==> src/rtl/mode_select_pkg.sv <==
// Shared types and constants for the mode-select push-button debouncer.
package mode_select_pkg;

  localparam int unsigned SYNC_STAGES = 2;
  localparam int unsigned CNT_W       = 28;

  typedef enum logic [1:0] {
    ST_RELEASED      = 2'd0,
    ST_PRESS_CHECK   = 2'd1,
    ST_PRESSED       = 2'd2,
    ST_RELEASE_CHECK = 2'd3
  } state_t;

  // True on the last required stable cycle; unsigned 28-bit compare, no wrap.
  function automatic logic cnt_done(input logic [CNT_W-1:0] cnt,
                                    input logic [CNT_W-1:0] cycles);
    return (cnt == (cycles - 28'd1));
  endfunction

endpackage

==> src/rtl/sync_2ff.sv <==
// Metastability synchronizer for the raw button input.
module sync_2ff
  import mode_select_pkg::*;
(
  input  logic clk_in,
  input  logic rst_n_in,
  input  logic d_in,
  output logic q_out
);

  logic [SYNC_STAGES-1:0] sync_r;

  // Shift the asynchronous input through the synchronizer stages.
  always_ff @(posedge clk_in) begin
    if (!rst_n_in) begin
      sync_r <= {SYNC_STAGES{1'b0}};
    end else begin
      sync_r <= {sync_r[SYNC_STAGES-2:0], d_in};
    end
  end

  assign q_out = sync_r[SYNC_STAGES-1];

endmodule

==> src/rtl/mode_select_debouncer.sv <==
// Debounces a push-button and toggles the clock-divider mode once per accepted press.
module mode_select_debouncer
  import mode_select_pkg::*;
#(
  parameter logic [27:0] DEBOUNCE_CYCLES = 28'd1000000
) (
  input  logic clk_in,
  input  logic rst_n_in,
  input  logic btn_in,
  output logic mode_out,
  output logic btn_level_out,
  output logic press_pulse_out
);

  logic             btn_s;
  state_t           state_r, state_s;
  logic [CNT_W-1:0] cnt_r, cnt_s;
  logic             mode_r, mode_s;
  logic             level_r, level_s;
  logic             pulse_r, pulse_s;

  sync_2ff u_sync (
    .clk_in   (clk_in),
    .rst_n_in (rst_n_in),
    .d_in     (btn_in),
    .q_out    (btn_s)
  );

  // Next-state, counter and output decisions for the debounce FSM.
  always_comb begin
    state_s = state_r;
    cnt_s   = cnt_r;
    mode_s  = mode_r;
    level_s = level_r;
    pulse_s = 1'b0;
    case (state_r)
      ST_RELEASED: begin
        if (btn_s) begin
          state_s = ST_PRESS_CHECK;
          cnt_s   = 28'd0;
        end else begin
          state_s = ST_RELEASED;
        end
      end
      ST_PRESS_CHECK: begin
        if (!btn_s) begin
          state_s = ST_RELEASED;
          cnt_s   = 28'd0;
        end else if (cnt_done(cnt_r, DEBOUNCE_CYCLES)) begin
          state_s = ST_PRESSED;
          level_s = 1'b1;
          pulse_s = 1'b1;
          mode_s  = ~mode_r;
        end else begin
          cnt_s = cnt_r + 28'd1;
        end
      end
      ST_PRESSED: begin
        if (!btn_s) begin
          state_s = ST_RELEASE_CHECK;
          cnt_s   = 28'd0;
        end else begin
          state_s = ST_PRESSED;
        end
      end
      ST_RELEASE_CHECK: begin
        // A bounce back high returns to PRESSED silently: no pulse, no toggle.
        if (btn_s) begin
          state_s = ST_PRESSED;
          cnt_s   = 28'd0;
        end else if (cnt_done(cnt_r, DEBOUNCE_CYCLES)) begin
          state_s = ST_RELEASED;
          level_s = 1'b0;
        end else begin
          cnt_s = cnt_r + 28'd1;
        end
      end
      default: begin
        state_s = ST_RELEASED;
        cnt_s   = 28'd0;
      end
    endcase
  end

  // State, counter and registered outputs; reset wins over any transition.
  always_ff @(posedge clk_in) begin
    if (!rst_n_in) begin
      state_r <= ST_RELEASED;
      cnt_r   <= 28'd0;
      mode_r  <= 1'b0;
      level_r <= 1'b0;
      pulse_r <= 1'b0;
    end else begin
      state_r <= state_s;
      cnt_r   <= cnt_s;
      mode_r  <= mode_s;
      level_r <= level_s;
      pulse_r <= pulse_s;
    end
  end

  assign mode_out        = mode_r;
  assign btn_level_out   = level_r;
  assign press_pulse_out = pulse_r;

endmodule
==> config.mk <==
export PLATFORM = sky130hd
export DESIGN_NAME = mode_select_debouncer
export DESIGN_NICKNAME = d
export VERILOG_FILES = /design/src/rtl/mode_select_pkg.sv /design/src/rtl/sync_2ff.sv /design/src/rtl/mode_select_debouncer.sv
export SDC_FILE = /design/constraint.sdc
export NUM_CORES = 1
export LEC_CHECK = 0
export CORE_ASPECT_RATIO = 0.8
export CORE_UTILIZATION = 59
export CTS_BUF_LIST = sky130_fd_sc_hd__clkbuf_16
export DETAILED_ROUTE_END_ITERATION = 10
export PLACE_DENSITY = 0.77
export SYNTH_ARGS = -nofsm -noshare
export SYNTH_HDL_FRONTEND = slang
export SYNTH_SLANG_ARGS = --single-unit
==> constraint.sdc <==
create_clock -name clk_in -period 2.16 [get_ports clk_in]
set_clock_uncertainty 0.2 [all_clocks]
set_input_delay 0.432 -clock clk_in [delete_from_list [all_inputs] [get_ports clk_in]]
set_output_delay 0.432 -clock clk_in [all_outputs]
set_load 0.01 [all_outputs]
# Yosys cells after proc, flatten, opt, wreduce, memory -nomap -nowiden
# Cells that the tools add are included.
dict set report word_totals {
  elab_cells 46
  ff_bits 35
  input_bits 3
}
dict set report classes {
  bitwise_logic 1
  eq_ne 12
  addsub 1
  mux 19
  reduce_logical 7
}
# cell n
set ops {}
lappend ops {{28-bit 2-to-1 mux} 5}
lappend ops {{28-bit case mux with 4 select lines} 1}
lappend ops {{28-bit by 1-bit adder with 28-bit output (second input constant)} 1}
lappend ops {{28-bit by 20-bit == test with 1-bit output (second input constant)} 1}
lappend ops {{2-bit 2-to-1 mux} 4}
lappend ops {{2-bit != test (second input constant)} 4}
lappend ops {{2-bit case mux with 4 select lines} 1}
lappend ops {{1-bit 2-to-1 mux} 7}
lappend ops {{3-bit AND reduction} 2}
lappend ops {{5-bit AND reduction} 1}
lappend ops {{2-bit == test (second input constant)} 2}
lappend ops {{2-bit by 1-bit != test with 1-bit output (second input constant)} 2}
lappend ops {{2-bit AND reduction} 2}
lappend ops {{3-bit by 2-bit != test with 1-bit output (second input constant)} 1}
lappend ops {{3-bit != test (second input constant)} 1}
lappend ops {{2-bit by 1-bit == test with 1-bit output (second input constant)} 1}
lappend ops {{2-bit zero test} 1}
lappend ops {{1-bit case mux with 2 select lines} 1}
lappend ops {{2-bit nonzero test} 1}
lappend ops {{1-bit inverter} 1}

# Logic depth before layout (Yosys ltp)
# Gate-level depths: netlist of the first run.
dict set report logic_depth {
  word_depth 4
  depth_mapped 6
  mapped_depth_nobuf 6
}

# Modules after synthesis
# A second synthesis of the first run with hierarchy kept.
dict set report unflattened {
  hier_cells 201
  hier_area_um2 1691.6
}
# mod n_inst cells_each area_per_inst_um2
set by_module_without_submodules {}
lappend by_module_without_submodules {mode_select_debouncer 1 197 1639.1}
lappend by_module_without_submodules {sync_2ff 1 4 52.6}

# Least setup slack after synthesis of the first run
# OpenSTA, ideal clock, no wires.
dict set report synth_path {
  path_type {reg-to-reg}
  startpoint {register cnt_r[6]}
  endpoint {register cnt_r[1]}
  path_stages_with_launch 7
  arrival_ps 1616
  t_required_ps 1890
  path_buffers 1
  path_slack_ps 274
  cell_sequence {dfxtp_1 > nor4_2 > nand4_2 > nor3_2 > buf_4 > mux2_1 > a21boi_1}
}
dict set report synth_via {
  elab_chain_len 4
}
# element line
set synth_lines {}
lappend synth_lines {{start, declared} mode_select_debouncer.sv:17} ;# logic [CNT_W-1:0] cnt_r, cnt_s;
lappend synth_lines {{start signal, assigned} mode_select_debouncer.sv:95} ;# cnt_r <= cnt_s;
lappend synth_lines {{28-bit by 20-bit == test with 1-bit output (*)} mode_select_pkg.sv:17} ;# return (cnt == (cycles - 28'd1));
lappend synth_lines {{28-bit 2-to-1 mux (*)} n/a}
lappend synth_lines {{28-bit 2-to-1 mux (on tied branches)} n/a}
lappend synth_lines {{28-bit case mux with 4 select lines (*)} n/a}
# Mark *: on every way between the ends. The rest lies on a longest branch, timed or not.
# A chain may end at the register's enable or synchronous reset.

# Worst setup path in the final report of the first run
dict set report layout_path {
  startpoint {register cnt_r[0]}
  endpoint {register cnt_r[5]}
}
dict set report layout_via {
  elab_chain_len 4
}
# element line
set layout_lines {}
lappend layout_lines {{28-bit by 1-bit adder with 28-bit output / 28-bit by 20-bit == test with 1-bit output (equally long branches)} {mode_select_debouncer.sv:55, mode_select_debouncer.sv:75, mode_select_pkg.sv:17}}
lappend layout_lines {{28-bit 2-to-1 mux (*)} {mode_select_debouncer.sv:49, mode_select_debouncer.sv:71}}
lappend layout_lines {{28-bit 2-to-1 mux (on tied branches)} {mode_select_debouncer.sv:68, mode_select_debouncer.sv:46}}
lappend layout_lines {{28-bit case mux with 4 select lines (*)} mode_select_debouncer.sv:36} ;# case (state_r)
# Marks and branches as above.

==> out/summary.txt, run 1 <==
status: finished clean
Synth area leaders: dfxtp_1 (41%), xor2_1 (11%), nor2_1 (5.9%)
die area: 3148 um^2
Crit path max-delay family: simple AND/OR/NAND/NOR gates
final count of hold timing violations: 0
initial antenna violation count: 0
Max Root-Sink Buffers: 2
H-tree depth: 2
worst skew pair latency: 0.28 ns
first-pass GRT wire length: 6.072 mm
Tcrit/Tclk final: 0.9164
critical path launch point type: flop
Synth Cell Area: 1727 um^2
post-CTS setup buffer count: 0
Post-Route WL: 3.578 mm
CP Max Fanout: 10
antenna viol nets, final: 0
number of global-route vias before repair: 1301
Arr. time, crit path: 1.98 ns
post-synth net total: 197
largest stage delay on the critical path: 0.47 ns
Final Worst Setup Slack: 0.1805 ns
leak pwr: 0.0006985 uW
Critical Path RT: 2.16 ns
RSZ-0062 raised after global routing: no
DR pass1 iterations: 5
Final setup viols: 0
pins over their slew limit: 0
minimum clock period: 1.980 ns
Core ar.: 2765 um^2
Post-Place Worst Slack: 0.2014 ns
GR Util All Layers: 0.2564
CTS Sinks: 35
CTS root buf: clkbuf_16
HPWL after DPL: 2.501 mm
mean number of vias per cell: 5.934
cts hold-fix bufs: 0
starting density of the core: 0.6244
CTS resizes: 0
Congestion Overflow GR: 0
wire per inst: 14.72 um
Syn Area/Cell: 8.946 um^2
Die Width: 62.48 um
Ys Warns: 0
routed via count: 1442
fin nets: 209
synth unique cells: 38
WP buf/inv: 1
#FFs+latches synth: 35
P&R area growth vs syn: 14.28%
Max VDD drop: 0.5703 mV
sequential share of the synthesized area: 0.4058
Synth area leader: dfxtp_1
area share of the largest cell type after synthesis: 0.4058
Worst-Margin Slew: 0.5471 ns
Port Buffer Count: 5
Worst slew margin: 0.6324
Max Freq: 505.2 MHz
Num CTS Buffers: 5
Cells after Synth: 193
Placer Congestion: 0.8733
pwr dens: 679.9 nW/um^2
DRC: 0
chip height: 50.39 um
critical path class: flop to flop
CP max-delay cell: or4_1
share of cells above drive strength 1: 0.1415
crit path cell chain: ha_1 > nand3_2 > nor3_2 > buf_4 > or4_1 > a21oi_1
io pins: 6
pin count of the biggest net entering global routing: 16
Starting DRT DRC Count: 108
Max Cap Viol: 0
clock-pin slew on the worst setup and hold paths: 0.05 ns
Critical Path End Type: flop
CTS tree: yes
Worst Hold Class: flop to flop
total power: 1342 uW
total negative setup slack: 0 ns
antenna cell count: 0
row cnt: 17
-- final cells by class --
class	instances	area, um^2
clock buffers	5	125.1
multi-input cells	150	975.9
repair buffers	11	107.6
fillers	208	792.0
clock inverters	2	8.758
well taps	38	47.55
flip-flops and latches	35	700.7
inverters	2	7.507
-- power breakdown --
group	leakage (uW)	total [uW]	internal, uW	switching [uW]
Combinational	0.000349	39.8	16.3	23.6
Clock	0.0000671	650	413	237
Sequential	0.000282	652	649	2.25
Total	0.000699	1340	1080	263
-- placed cells by master (no fill, tap or decap), types with 2 or more instances in the layout --
master and count:
or3_1 2, a21oi_1 5, and3_1 5, nand3_1 16
clkbuf_16 5, inv_1 2, nand4_1 13, mux2i_1 2
nor4b_2 2, buf_4 5, dfxtp_1 35, nor3_2 4
a21boi_1 2, xor2_1 21, clkdlybuf4s50_1 5, o31ai_1 3
nor3_1 2, and4_1 2, and2_1 5, or4_1 2
nor2_1 27, nor4_2 5, nand2_1 15, o21ai_0 4
-- flip-flops by register name (all words and copies together) (netlist names), named ones only --
signal and count:
btn_level_out 1, cnt_r 28, mode_out 1, press_pulse_out 1
state_r 1, u_sync.sync_r 2
-- synth_stat cells (all sizes together) --
cell    number
and3         6
or4          2
o31ai        3
mux2i        2
a21bo        1
nand3       17
dfxtp       35
nand2       15
and2         5
inv          2
o21ai        5
or2          1
a21oi        5
nor2        28
and4         2
nor4b        2
nor2b        1
a21boi       2
nor3         6
ha           1
mux2         1
buf          4
clkbuf       2
xnor2        1
or3          2
nand4       14
nand3b       1
nor4         5
xor2        22
-- through the flow --
| step | area [um^2] | utilization | std cells | hold WS [ns] |
|---|---|---|---|---|
| floorplan | 1727 | - | 193 | 0.2119 |
| global placement | 1839 | 0.6652 | 236 | 0.2227 |
| detailed placement | 1839 | 0.6652 | 236 | 0.2270 |
| CTS | 1973 | 0.7136 | 243 | 0.2415 |
| global route | 1973 | 0.7136 | 243 | 0.2574 |
| finish | 1973 | 0.7136 | 243 | 0.2397 |
-- cell families (layout without fill, tap and decap cells) --
kind of cell,Yosys count,in the layout,share of synthesized area
fa+ha+maj,1,1,0.007245
flops,35,35,0.4058
xor+xnor,23,23,0.1210
buf+inv,8,20,0.02899
compound gates,16,16,0.05651
mux,3,3,0.01812
simple gates,107,107,0.3623
-- routing by layer --
layer	GRT usage	wire length, um	vias up
li1	-	-	703
met1	0.3305	1687	697
met2	0.3949	1658	33
met3	0.07273	156	9
met4	0.1279	75	0
met5	0	0	-
-- path summary, 6_finish.rpt --
path | startpoint | end | slack [ns] | cells after the start
max | cnt_r[0]$_SDFFE_PN0P_ | cnt_r[5]$_SDFFE_PN0P_ | 0.18 | 6
min reg2reg | u_sync.sync_r[0]$_SDFF_PN0_ | u_sync.sync_r[1]$_SDFF_PN0_ | 0.24 | 1
max reg2reg | cnt_r[0]$_SDFFE_PN0P_ | cnt_r[5]$_SDFFE_PN0P_ | 0.18 | 6
min | u_sync.sync_r[0]$_SDFF_PN0_ | u_sync.sync_r[1]$_SDFF_PN0_ | 0.24 | 1
Power figures use the tool's default switching activity.
==> run 2, diff against run 1 <==
--- a/config.mk
+++ b/config.mk
@@ -5,11 +5,13 @@
 export SDC_FILE = /design/constraint.sdc
 export NUM_CORES = 1
 export LEC_CHECK = 0
+export CAP_MARGIN = 20
 export CORE_ASPECT_RATIO = 0.8
 export CORE_UTILIZATION = 59
 export CTS_BUF_LIST = sky130_fd_sc_hd__clkbuf_16
 export DETAILED_ROUTE_END_ITERATION = 10
 export PLACE_DENSITY = 0.77
+export SKIP_LAST_GASP = 1
 export SYNTH_ARGS = -nofsm -noshare
 export SYNTH_HDL_FRONTEND = slang
 export SYNTH_SLANG_ARGS = --single-unit
==> results of run 2 <==
Final layout, timing and power as in run 1 (identical DEF).
